==> src/rtl/wide_add_sequencer.sv <==
// Loads two 120-bit operands plus carry-in from a 16-bit stream, holds them for the ripple adder,
// then streams the captured {carry, sum} back out as 16-bit beats.
//
//   state       | meaning
//   LOAD_A      | accepting operand A beats, carry-in on beat 0
//   LOAD_B      | accepting operand B beats
//   SETTLE_WAIT | operands held while the ripple chain settles
//   DRAIN       | emitting result beats
module wide_add_sequencer #(
  parameter int WORD_W = 16,
  parameter int OP_W   = 120,
  parameter int BEATS  = 8,
  parameter int SETTLE = 2
) (
  input  logic              clk,
  input  logic              rst_n,
  input  logic [WORD_W-1:0] in_data,
  input  logic              in_cin,
  input  logic              in_valid,
  output logic              in_ready,
  output logic [OP_W-1:0]   op_a,
  output logic [OP_W-1:0]   op_b,
  output logic              op_cin,
  input  logic [OP_W-1:0]   add_sum,
  input  logic              add_carry,
  output logic [WORD_W-1:0] out_data,
  output logic              out_valid,
  input  logic              out_ready,
  output logic              out_last,
  output logic              busy
);

  localparam int PAD_W = WORD_W * BEATS;
  localparam int BW    = $clog2(BEATS);
  localparam int SCW   = (SETTLE > 1) ? $clog2(SETTLE) : 1;

  typedef enum logic [1:0] {LOAD_A, LOAD_B, SETTLE_WAIT, DRAIN} state_t;

  state_t          state, state_nxt;
  logic [BW-1:0]   beat, beat_inc;
  logic [SCW-1:0]  scnt;
  logic [OP_W:0]   result;
  logic            last_beat, settle_done, in_fire, out_fire;
  logic [PAD_W-1:0] a_wide, b_wide, res_wide;
  logic [BW+3:0]   word_base;

  assign last_beat   = (beat == BW'(BEATS - 1));
  assign beat_inc    = last_beat ? '0 : beat + 1'b1;
  assign settle_done = (scnt == SCW'(SETTLE - 1));
  assign in_fire     = in_valid & in_ready;
  assign out_fire    = out_valid & out_ready;
  assign busy        = (state != LOAD_A) || (beat != '0);

  // Word width is fixed at 16, so the beat index times 16 is a 4-bit shift.
  assign word_base = {beat, 4'b0000};

  // Padding to a whole number of words lets the last, partial beat drop its upper byte naturally.
  always_comb begin
    a_wide = {{(PAD_W - OP_W){1'b0}}, op_a};
    b_wide = {{(PAD_W - OP_W){1'b0}}, op_b};
    a_wide[word_base +: WORD_W] = in_data;
    b_wide[word_base +: WORD_W] = in_data;
    res_wide = {{(PAD_W - OP_W - 1){1'b0}}, result};
  end

  always_ff @(posedge clk or negedge rst_n) begin
    if (!rst_n) state <= LOAD_A;
    else        state <= state_nxt;
  end

  always_comb begin
    state_nxt = state;
    in_ready  = 1'b0;
    out_valid = 1'b0;
    out_last  = 1'b0;
    out_data  = '0;
    case (state)
      LOAD_A: begin
        in_ready = rst_n;
        if (in_valid && last_beat) state_nxt = LOAD_B;
      end
      LOAD_B: begin
        in_ready = rst_n;
        if (in_valid && last_beat) state_nxt = SETTLE_WAIT;
      end
      SETTLE_WAIT: begin
        if (settle_done) state_nxt = DRAIN;
      end
      DRAIN: begin
        out_valid = 1'b1;
        out_last  = last_beat;
        out_data  = res_wide[word_base +: WORD_W];
        if (out_ready && last_beat) state_nxt = LOAD_A;
      end
      default: state_nxt = LOAD_A;
    endcase
  end

  always_ff @(posedge clk or negedge rst_n) begin
    if (!rst_n) begin
      beat   <= '0;
      scnt   <= '0;
      op_a   <= '0;
      op_b   <= '0;
      op_cin <= 1'b0;
      result <= '0;
    end else begin
      case (state)
        LOAD_A: if (in_fire) begin
          op_a <= a_wide[OP_W-1:0];
          if (beat == '0) op_cin <= in_cin;
          beat <= beat_inc;
        end
        LOAD_B: if (in_fire) begin
          op_b <= b_wide[OP_W-1:0];
          beat <= beat_inc;
          scnt <= '0;
        end
        SETTLE_WAIT: begin
          if (settle_done) begin
            result <= {add_carry, add_sum};
            scnt   <= '0;
          end else begin
            scnt <= scnt + 1'b1;
          end
        end
        DRAIN: if (out_fire) beat <= beat_inc;
        default: ;
      endcase
    end
  end

endmodule

==> config.mk <==
export PLATFORM = sky130hd
export DESIGN_NAME = wide_add_sequencer
export DESIGN_NICKNAME = d
export VERILOG_FILES = /design/src/rtl/wide_add_sequencer.sv
export SDC_FILE = /design/constraint.sdc
export NUM_CORES = 1
export LEC_CHECK = 0
export BUFFER_PORTS_ARGS = -buffer_cell sky130_fd_sc_hd__clkbuf_2
export CAP_MARGIN = 10
export CORE_MARGIN = 3
export CORE_UTILIZATION = 30
export DETAILED_ROUTE_END_ITERATION = 8
export GPL_ROUTABILITY_DRIVEN = 0
export GPL_TIMING_DRIVEN = 0
export MAX_ROUTING_LAYER = met4
export SLEW_MARGIN = 20
export SYNTH_ARGS = -nofsm -noshare
export SYNTH_HDL_FRONTEND = slang
export SYNTH_SLANG_ARGS = --single-unit
export TNS_END_PERCENT = 5
==> constraint.sdc <==
create_clock -name clk -period 6 [get_ports clk]
set_input_delay 1.2 -clock clk [delete_from_list [all_inputs] [get_ports clk]]
set_output_delay 1.2 -clock clk [all_outputs]
set_load 0.01 [all_outputs]
==> flow_metrics.env, run 1 <==
export IMPL_core_area_um2=49600
export IMPL_total_power_uw=10400
export IMPL_power_density_nw_per_um2=528
export IMPL_clock_sinks=368
export IMPL_cts_buffer_depth=3
export IMPL_root_buffer="clkbuf_16"
export IMPL_fin_crit_ns=4.32
export IMPL_yosysSeqAreaShare=0.605
export IMPL_die_w_um=231
export IMPL_peakVddDrop_v=0.000362
export IMPL_clock_fmax_mhz=231
export IMPL_drv_slew=0
export IMPL_fillCellCount=4699
export IMPL_row_count=81
export IMPL_wl_per_cell_um=21.1
export IMPL_wirelength_um=44200
export IMPL_synthArstFlopShare=1.00
export IMPL_area_growth_syn_to_layout_pct=29.1
export IMPL_numCtsBuffers=42
export IMPL_cp_arrival_ns=3.12
export IMPL_avgSynthCellArea_um2=16.1
export IMPL_synth_edf_count=0
export IMPL_vias=9601
export IMPL_htreeDepth=2
export IMPL_p_seq_frac=0.389
export IMPL_grt_pass1_wl_um=65900
export IMPL_design_area_um2=19600
export IMPL_final_core_util=0.396
export IMPL_ys_types=43
export IMPL_synthCells=946
export IMPL_drc=0
export IMPL_critPathKind="input pin to output pin"
export IMPL_syn_area_um2=15200
export IMPL_r2r_cells=11
export IMPL_hold_end="op_b[104]"
export IMPL_hp_start="op_b[104]"
export IMPL_maxSlewHeadroom=0.392
export IMPL_syn_num_nets=1099
export IMPL_ys_warn_count=0
export IMPL_dp_final_hpwl_um=33700
export IMPL_dr_pass1_iters=4
export IMPL_grt_max_degree=91
export IMPL_period_share=0.720
export IMPL_critPathRequiredTime_ns=4.80
export IMPL_fin_setup_tns_ns=0
export IMPL_leakagePower_uw=0.00973
export IMPL_cts_resized_gates=0
export IMPL_min_path_type="register to register"
export IMPL_holdPathStages=1
export IMPL_dieHeight_um=231
export IMPL_postCtsHoldBufs=0
export IMPL_skew_ns=0.0194
export IMPL_internal_power_uw=6990
export IMPL_drtIter0Drc=335
export IMPL_cp_max_fo=89
export IMPL_r2r_end="op_a[28]"
export IMPL_reg2reg_from="beat[0]"
export IMPL_pwr_share_clk=0.257
export IMPL_cap_viol_max_count=0
export IMPL_cts_tree="built"
export IMPL_rsz0062_at_grt="false"
export IMPL_drive_above_1_share=0.641
export IMPL_end_kind="output pin"
export IMPL_grt_pass1_vias=10200
export IMPL_p_comb_frac=0.354
export IMPL_clkTransAtPathRegs_ns=0.06
export IMPL_viasPerCell=4.58
export IMPL_setup_viol=0
export IMPL_worstMarginPinSlew_ns=0.912
export IMPL_swShare=0.327
export IMPL_crit_path_start_kind="input pin"
export IMPL_final_hold_viol_count=0
export IMPL_ys_seq_elements=368
export IMPL_p_sw_uw=3390
export IMPL_dpl_cell_area_um2=18200
export IMPL_dieArea_um2=53500
export IMPL_insertion_delay_ns=0.57
export IMPL_start_util=0.307
export IMPL_post_place_ws_ns=1.37
export IMPL_post_route_worst_setup_slack_ns=1.68
export IMPL_cts_setup_buffers=0
export IMPL_antenna_found_initial=5
export IMPL_track_usage=0.168
export IMPL_rrSetupSlack_ns=2.00
export IMPL_status="completed"
export IMPL_io_pins=403
export IMPL_overflow=0
export IMPL_nNetsFinal=1547
export IMPL_synth_top_flop_cell="dfrtp_1"
export IMPL_antenna_left=0
export IMPL_io_buffers=400
==> worst max-delay path, cell delays in order <==
cell	delay (ns)
clkbuf_8	0.37
buf_16	0.40
buf_16	0.37
clkbuf_2	0.29
and2_1	0.16
clkbuf_2	0.17
==> routing by layer <==
metal / share of wire / global-route usage / vias up
met5: 0 / - / -
met4: 0.019 / 0.0414 / 0
met3: 0.099 / 0.0666 / 60
met2: 0.49 / 0.283 / 358
met1: 0.39 / 0.189 / 4847
li1: - / - / 4336
==> area by class of cell <==
type / instances / area [µm²] / share of cell area
well taps: 664 / 831 / 0.0423
plain buffers: 63 / 335 / 0.0171
inverters: 8 / 30.0 / 0.00153
diodes: 5 / 12.5 / 0.000637
clock inverters: 15 / 225 / 0.0115
repair buffers: 404 / 2120 / 0.108
flip-flops and latches: 368 / 9210 / 0.469
multi-input cells: 507 / 5640 / 0.287
clock buffers: 62 / 1240 / 0.0629
==> per-stage QoR <==
step           hold slack [ns]  cells
2_1_floorplan            0.457    946
3_3_place_gp             0.466   2010
3_5_place_dp             0.480   2014
4_1_cts                  0.494   2091
5_1_grt                  0.508   2096
6_report                 0.491   2096
==> cell families (layout without fill, tap and decap cells) <==
group                      after synthesis  after routing  share of synthesized area
muxes                                  398            398                      0.313
DFF                                    368            368                      0.605
buffers and inverters                   71            552                     0.0240
and+or+nand+nor                         64             64                     0.0291
AOI/OAI and AO/OA                       34             34                     0.0196
adders and majority gates               11             11                    0.00905
other                                    0              5                          0
==> cells in the mapped netlist, types with 2 or more instances <==
library cell,n,area share
a21boi_0,9,0.0044
a221oi_1,8,0.0046
and2_1,3,0.0012
and3_1,3,0.0012
buf_2,12,0.0039
buf_4,12,0.0059
buf_6,5,0.0037
clkbuf_1,32,0.0079
clkinv_1,2,0.00049
dfrtp_1,368,0.61
ha_1,11,0.0090
inv_1,6,0.0015
mux2_1,3,0.0022
mux2_2,369,0.27
mux4_2,25,0.037
nand2_1,23,0.0057
nand2b_1,3,0.0012
nand4_2,2,0.0016
nor2_1,10,0.0025
nor3_2,4,0.0026
nor3_4,2,0.0021
nor4_4,4,0.0056
o2111ai_2,2,0.0020
o21ai_0,9,0.0030
==> registers in the layout, summed over array words and instances (netlist names) <==
signal  count
beat        3
state       2
scnt        1
result    121
op_cin      1
op_b      120
op_a      120
==> how the worst max path moves through the flow <==
stage	depth (start not counted)	slack, ns	startpoint	to
2_1_floorplan	11	2.91	beat[0]	op_b[22]
3_3_place_gp	6	-4.80	rst_n	op_a[108]
3_5_place_dp	8	1.37	rst_n	op_a[110]
4_1_cts	6	1.64	rst_n	in_ready
5_1_grt	6	1.44	rst_n	in_ready
6_report	6	1.68	rst_n	in_ready
==> power groups by stage <==
stage	sequential, µW	clock, µW	combinational (µW)
after global routing	4160	2850	3990
after floorplan	4190	0	2110
after detailed placement	4090	0	3740
after CTS	4040	2740	3760
final	4040	2660	3670
after global placement	4030	0	3680
==> layout by cell type, fill, tap and decap left out, types with 3 or more instances in the layout <==
master	count
mux2_1	3
clkinv_2	5
mux4_2	25
bufinv_16	5
clkbuf_1	41
nor4_4	4
inv_1	6
buf_6	5
clkbuf_8	12
mux2_2	369
nor2_1	10
and2_1	3
nand2_1	23
ha_1	11
clkbuf_2	400
clkbuf_16	42
nor3_2	4
dfrtp_1	368
buf_2	12
a21boi_0	9
nand2b_1	3
buf_16	4
a221oi_1	8
buf_4	12
diode_2	5
and3_1	3
o21ai_0	9
No activity file was read; power rests on OpenSTA's default activity.
==> inputs of run 2 (changes only) <==
clock period = 3.7 ns   (was 6 ns; I/O delays follow)
==> flow_metrics.env, run 2 (same netlist as run 1, synthesis figures left out) <==
export IMPL_cp_startpoint="beat[0]"
export IMPL_cts_tree="built"
export IMPL_cts_buffer_depth=3
export IMPL_worstMarginPinSlew_ns=0.932
export IMPL_start_util=0.307
export IMPL_post_place_ws_ns=-0.468
export IMPL_dieArea_um2=53500
export IMPL_total_power_uw=16900
export IMPL_final_cell_mix="401 x clkbuf_2, 369 x mux2_2, 368 x dfrtp_1"
export IMPL_antenna_found_initial=5
export IMPL_period_share=0.943
export IMPL_crit_path_start_kind="register"
export IMPL_drive_above_1_share=0.645
export IMPL_fin_crit_ns=3.49
export IMPL_grt_pass1_wl_um=66100
export IMPL_clkTransAtPathRegs_ns=0.06
export IMPL_top_regs="result x121, op_a x120, op_b x120"
export IMPL_largest_reg_flops=121
export IMPL_numCtsBuffers=42
export IMPL_reg2reg_from="beat[0]"
export IMPL_dieHeight_um=231
export IMPL_drtIter0Drc=346
export IMPL_clock_fmax_mhz=287
export IMPL_vias=9652
export IMPL_track_usage=0.169
export IMPL_critPathRequiredTime_ns=4.13
export IMPL_wirelength_um=44300
export IMPL_final_hold_viol_count=0
export IMPL_die_w_um=231
export IMPL_r2r_cells=11
export IMPL_row_count=81
export IMPL_final_core_util=0.398
export IMPL_post_route_worst_setup_slack_ns=0.210
export IMPL_io_buffers=400
export IMPL_fillCellCount=4684
export IMPL_drv_slew=0
export IMPL_setup_viol=0
export IMPL_cap_viol_max_count=0
export IMPL_htreeDepth=2
export IMPL_clock_sinks=368
export IMPL_peakVddDrop_v=0.000587
export IMPL_regMostFlops="result"
export IMPL_status="completed"
export IMPL_holdWs_ns=0.134
export IMPL_min_path_type="input pin to asynchronous set/reset pin"
export IMPL_leakagePower_uw=0.00979
export IMPL_critPathKind="register to register"
export IMPL_grt_pass1_vias=10300
export IMPL_dp_final_hpwl_um=33700
export IMPL_drc=0
export IMPL_insertion_delay_ns=0.57
export IMPL_final_common_cell="clkbuf_2"
export IMPL_io_pins=403
export IMPL_rsz0062_at_grt="false"
export IMPL_grt_max_degree=91
export IMPL_wl_per_cell_um=21.1
export IMPL_antenna_left=0
export IMPL_overflow=0
export IMPL_cp_max_fo=10
export IMPL_power_density_nw_per_um2=855
export IMPL_maxSlewHeadroom=0.379
export IMPL_end_kind="register"
export IMPL_area_growth_syn_to_layout_pct=29.6
export IMPL_root_buffer="clkbuf_16"
export IMPL_viasPerCell=4.59
export IMPL_dr_pass1_iters=4
export IMPL_core_area_um2=49600
export IMPL_nNetsFinal=1553
export IMPL_skew_ns=0.0185
export IMPL_cp_arrival_ns=3.92
## run 2: path summary, 6_finish.rpt
check                                  end  slack, ns
worst max-delay path             op_b[108]       0.21
worst min-delay path              op_b[77]       0.13
worst max register to register   op_b[108]       0.21
worst min register to register   op_b[104]       0.49
max in group asynchronous       result[81]       2.33
min in group clk                result[41]       0.41
## run 2: final cells by class
cell class                 count  area (µm²)  share of cell area
inverter                       8        32.5             0.00165
tap                          664         831              0.0421
timing repair buffer         410        2170               0.110
buffer                        63         339              0.0172
multi-input combinational    507        5670               0.287
sequential                   368        9210               0.467
clock inverter                15         225              0.0114
antenna                        5        12.5            0.000635
clock buffer                  62        1240              0.0627
## run 2: per-layer routing
layer / wire length (µm) / global-route usage / vias to the layer above
li1: - / - / 4352
met1: 17300 / 0.191 / 4882
met2: 21700 / 0.282 / 362
met3: 4520 / 0.0666 / 56
met4: 789 / 0.0413 / 0
met5: 0 / - / -
## run 2: critical path: stages, from the launching register on
cell and delay, ns:
dfrtp_1 0.36, buf_6 0.20, buf_4 0.25, clkinv_2 0.19, clkbuf_2 0.25, ha_1 0.26, ha_1 0.25, or2_1 0.24
buf_6 0.14, nor4_4 0.62, buf_6 0.26, mux2_2 0.35
## run 2: through the flow
step	setup TNS, ns	instance area (µm²)	cells
after floorplan	0	15200	946
after global placement	-3817.58	18000	2010
after detailed placement	-50.66	18200	2014
after CTS	0	19700	2096
after global routing	0	19700	2102
final	0	19700	2102
## run 2: report_power, final
part	total, µW	leakage, µW	switching (µW)	internal [µW]
clock network	4320	0.000718	1650	2670
registers	6540	0.00471	891	5650
logic	6000	0.00436	2980	3020
total	16900	0.00979	5510	11300
## run 2: what timing repair did
action / 4_1_cts / 5_1_grt
resized for setup: 7 / 2
hold buffers: 0 / 0
setup buffers: 5 / 1
hold endpoints to repair: 0 / 0
endpoints found under the setup margin: 207 / 92
pin swaps: 4 / 2
==> inputs of run 3 (changes only) <==
PLACE_DENSITY_LB_ADDON = 0.3   (was not set)
clock period = 4 ns   (was 3.7 ns; I/O delays follow)
==> flow_metrics.env, run 3 (same netlist as run 1, synthesis figures left out) <==
export IMPL_grt_max_degree=86
export IMPL_post_route_worst_setup_slack_ns=0.263
export IMPL_critPathKind="register to register"
export IMPL_r2r_end="op_a[94]"
export IMPL_cap_viol_max_count=0
export IMPL_drv_slew=0
export IMPL_setup_viol=0
export IMPL_r2r_cells=9
export IMPL_wl_per_cell_um=21.2
export IMPL_status="completed"
export IMPL_postCtsHoldBufs=0
export IMPL_seqCellArea_um2=9210
export IMPL_multi_input_area_um2=5650
export IMPL_rsz0062_at_grt="false"
export IMPL_worstMarginPinSlew_ns=0.865
export IMPL_maxSlewHeadroom=0.423
export IMPL_largest_reg_flops=121
export IMPL_critPathMaxStageDelay_ns=0.63
export IMPL_start_util=0.307
export IMPL_numCtsBuffers=41
export IMPL_total_power_uw=15400
export IMPL_drive_above_1_share=0.641
export IMPL_io_pins=403
export IMPL_antenna_left=0
export IMPL_cp_max_fo=10
export IMPL_crit_path_start_kind="register"
export IMPL_nNetsFinal=1547
export IMPL_critPathRequiredTime_ns=4.45
export IMPL_io_buffers=400
export IMPL_dp_final_hpwl_um=33700
export IMPL_dieHeight_um=231
export IMPL_grt_pass1_vias=10200
export IMPL_drc=0
export IMPL_cp_arrival_ns=4.19
export IMPL_viasPerCell=4.60
export IMPL_post_place_ws_ns=-0.267
export IMPL_antenna_found_initial=9
export IMPL_clock_fmax_mhz=268
export IMPL_wirelength_um=44300
export IMPL_final_cell_mix="400 x clkbuf_2, 369 x mux2_2, 368 x dfrtp_1"
export IMPL_leakagePower_uw=0.00969
export IMPL_cp_common_cell="buf_2"
export IMPL_end_kind="register"
export IMPL_row_count=81
export IMPL_core_area_um2=49600
export IMPL_top_regs="result x121, op_a x120, op_b x120"
export IMPL_dp_cells=2014
export IMPL_root_buffer="clkbuf_16"
export IMPL_cts_buffer_depth=3
export IMPL_path_delay_family="buffers and inverters"
export IMPL_period_share=0.934
export IMPL_cp_cell_sequence="buf_2 -> buf_2 -> clkinv_1 -> ha_1 -> nand2b_1 -> buf_2 -> nor4_4 -> buf_4 -> mux2_2"
export IMPL_overflow=0
export IMPL_die_w_um=231
export IMPL_final_common_cell="clkbuf_2"
export IMPL_clkTransAtPathRegs_ns=0.06
export IMPL_fin_cells=2095
export IMPL_critPathSlowestCell="nor4_4"
export IMPL_htreeDepth=2
export IMPL_dr_pass1_iters=4
export IMPL_design_area_um2=19600
export IMPL_peakVddDrop_v=0.000352
export IMPL_path_buf_inv=5
export IMPL_vias=9632
export IMPL_regMostFlops="result"
export IMPL_insertion_delay_ns=0.57
export IMPL_clock_sinks=368
export IMPL_min_path_type="input pin to asynchronous set/reset pin"
export IMPL_skew_ns=0.0149
export IMPL_fillCellCount=4739
export IMPL_grt_pass1_wl_um=66000
export IMPL_area_growth_syn_to_layout_pct=28.6
export IMPL_final_hold_viol_count=0
export IMPL_dpl_cell_area_um2=18200
export IMPL_rrSetupSlack_ns=0.26
export IMPL_track_usage=0.170
export IMPL_drtIter0Drc=361
export IMPL_cts_tree="built"
export IMPL_fin_crit_ns=3.74
export IMPL_power_density_nw_per_um2=785
export IMPL_dieArea_um2=53500
export IMPL_reg2reg_from="beat[2]"
==> run 3: cell count changes in the layout (fill, tap and decap cells not counted), sizes merged <==
cell,previous run,this run
diode,5,9
clkinv,9,11
clkinvlp,1,2
buf,40,34
inv,8,7
clkbuf,495,488
==> run 3: layout make-up <==
cell class                      instances  share of cell area
Clock buffer                           54              0.0570
Antenna cell                            9             0.00115
Tap cell                              664              0.0425
Clock inverter                         17              0.0123
Inverter                                8             0.00160
Sequential cell                       368               0.471
Timing Repair Buffer                  405               0.109
Multi-Input combinational cell        507               0.289
Buffer                                 63              0.0173
==> run 3: worst register-to-register path: cells and delay by family (launching register included) <==
family,cells,cell delay [ns]
fa+ha+maj,1,0.39
buf+inv,5,1.53
flops,1,0.55
mux,1,0.37
simple gates,2,0.79
==> run 3: metal layers <==
layer | wire, µm | GRT usage | vias up
li1 | - | - | 4329
met1 | 17700 | 0.196 | 4931
met2 | 21800 | 0.285 | 324
met3 | 4040 | 0.0599 | 48
met4 | 716 | 0.0405 | 0
met5 | 0 | - | -
==> run 3: worst max-delay path by stage <==
stage | from | end | slack (ns) | cells after the start
5_1_grt | beat[0] | op_a[94] | 0.008 | 11
2_1_floorplan | beat[0] | op_b[22] | 0.91 | 11
6_report | beat[2] | op_a[94] | 0.26 | 9
4_1_cts | beat[0] | op_a[94] | -0.005 | 11
3_3_place_gp | rst_n | op_b[58] | -6.51 | 6
3_5_place_dp | rst_n | op_b[62] | -0.27 | 8
==> run 3: report_power, final <==
| part | switching (µW) | total [µW] | internal [µW] |
|---|---|---|---|
| registers | 795 | 6020 | 5230 |
| clock network | 1520 | 3810 | 2290 |
| logic | 2740 | 5530 | 2790 |
| total | 5060 | 15400 | 10300 |
==> run 3: timing repair <==
action                                  CTS  global route
pin swaps                                 0             1
setup buffers                             0             1
gates resized for setup                   3             1
gates cloned                              0             0
endpoints found under the setup margin   80            69
==> run 3: stage by stage <==
step / setup TNS, ns / utilization / hold slack (ns)
after floorplan: 0 / - / 0.457
after global placement: -3740.03 / 0.364 / 0.468
after detailed placement: -13.84 / 0.367 / 0.477
after CTS: -0.00486 / 0.394 / 0.177
after global routing: 0 / 0.395 / 0.197
final: 0 / 0.395 / 0.198
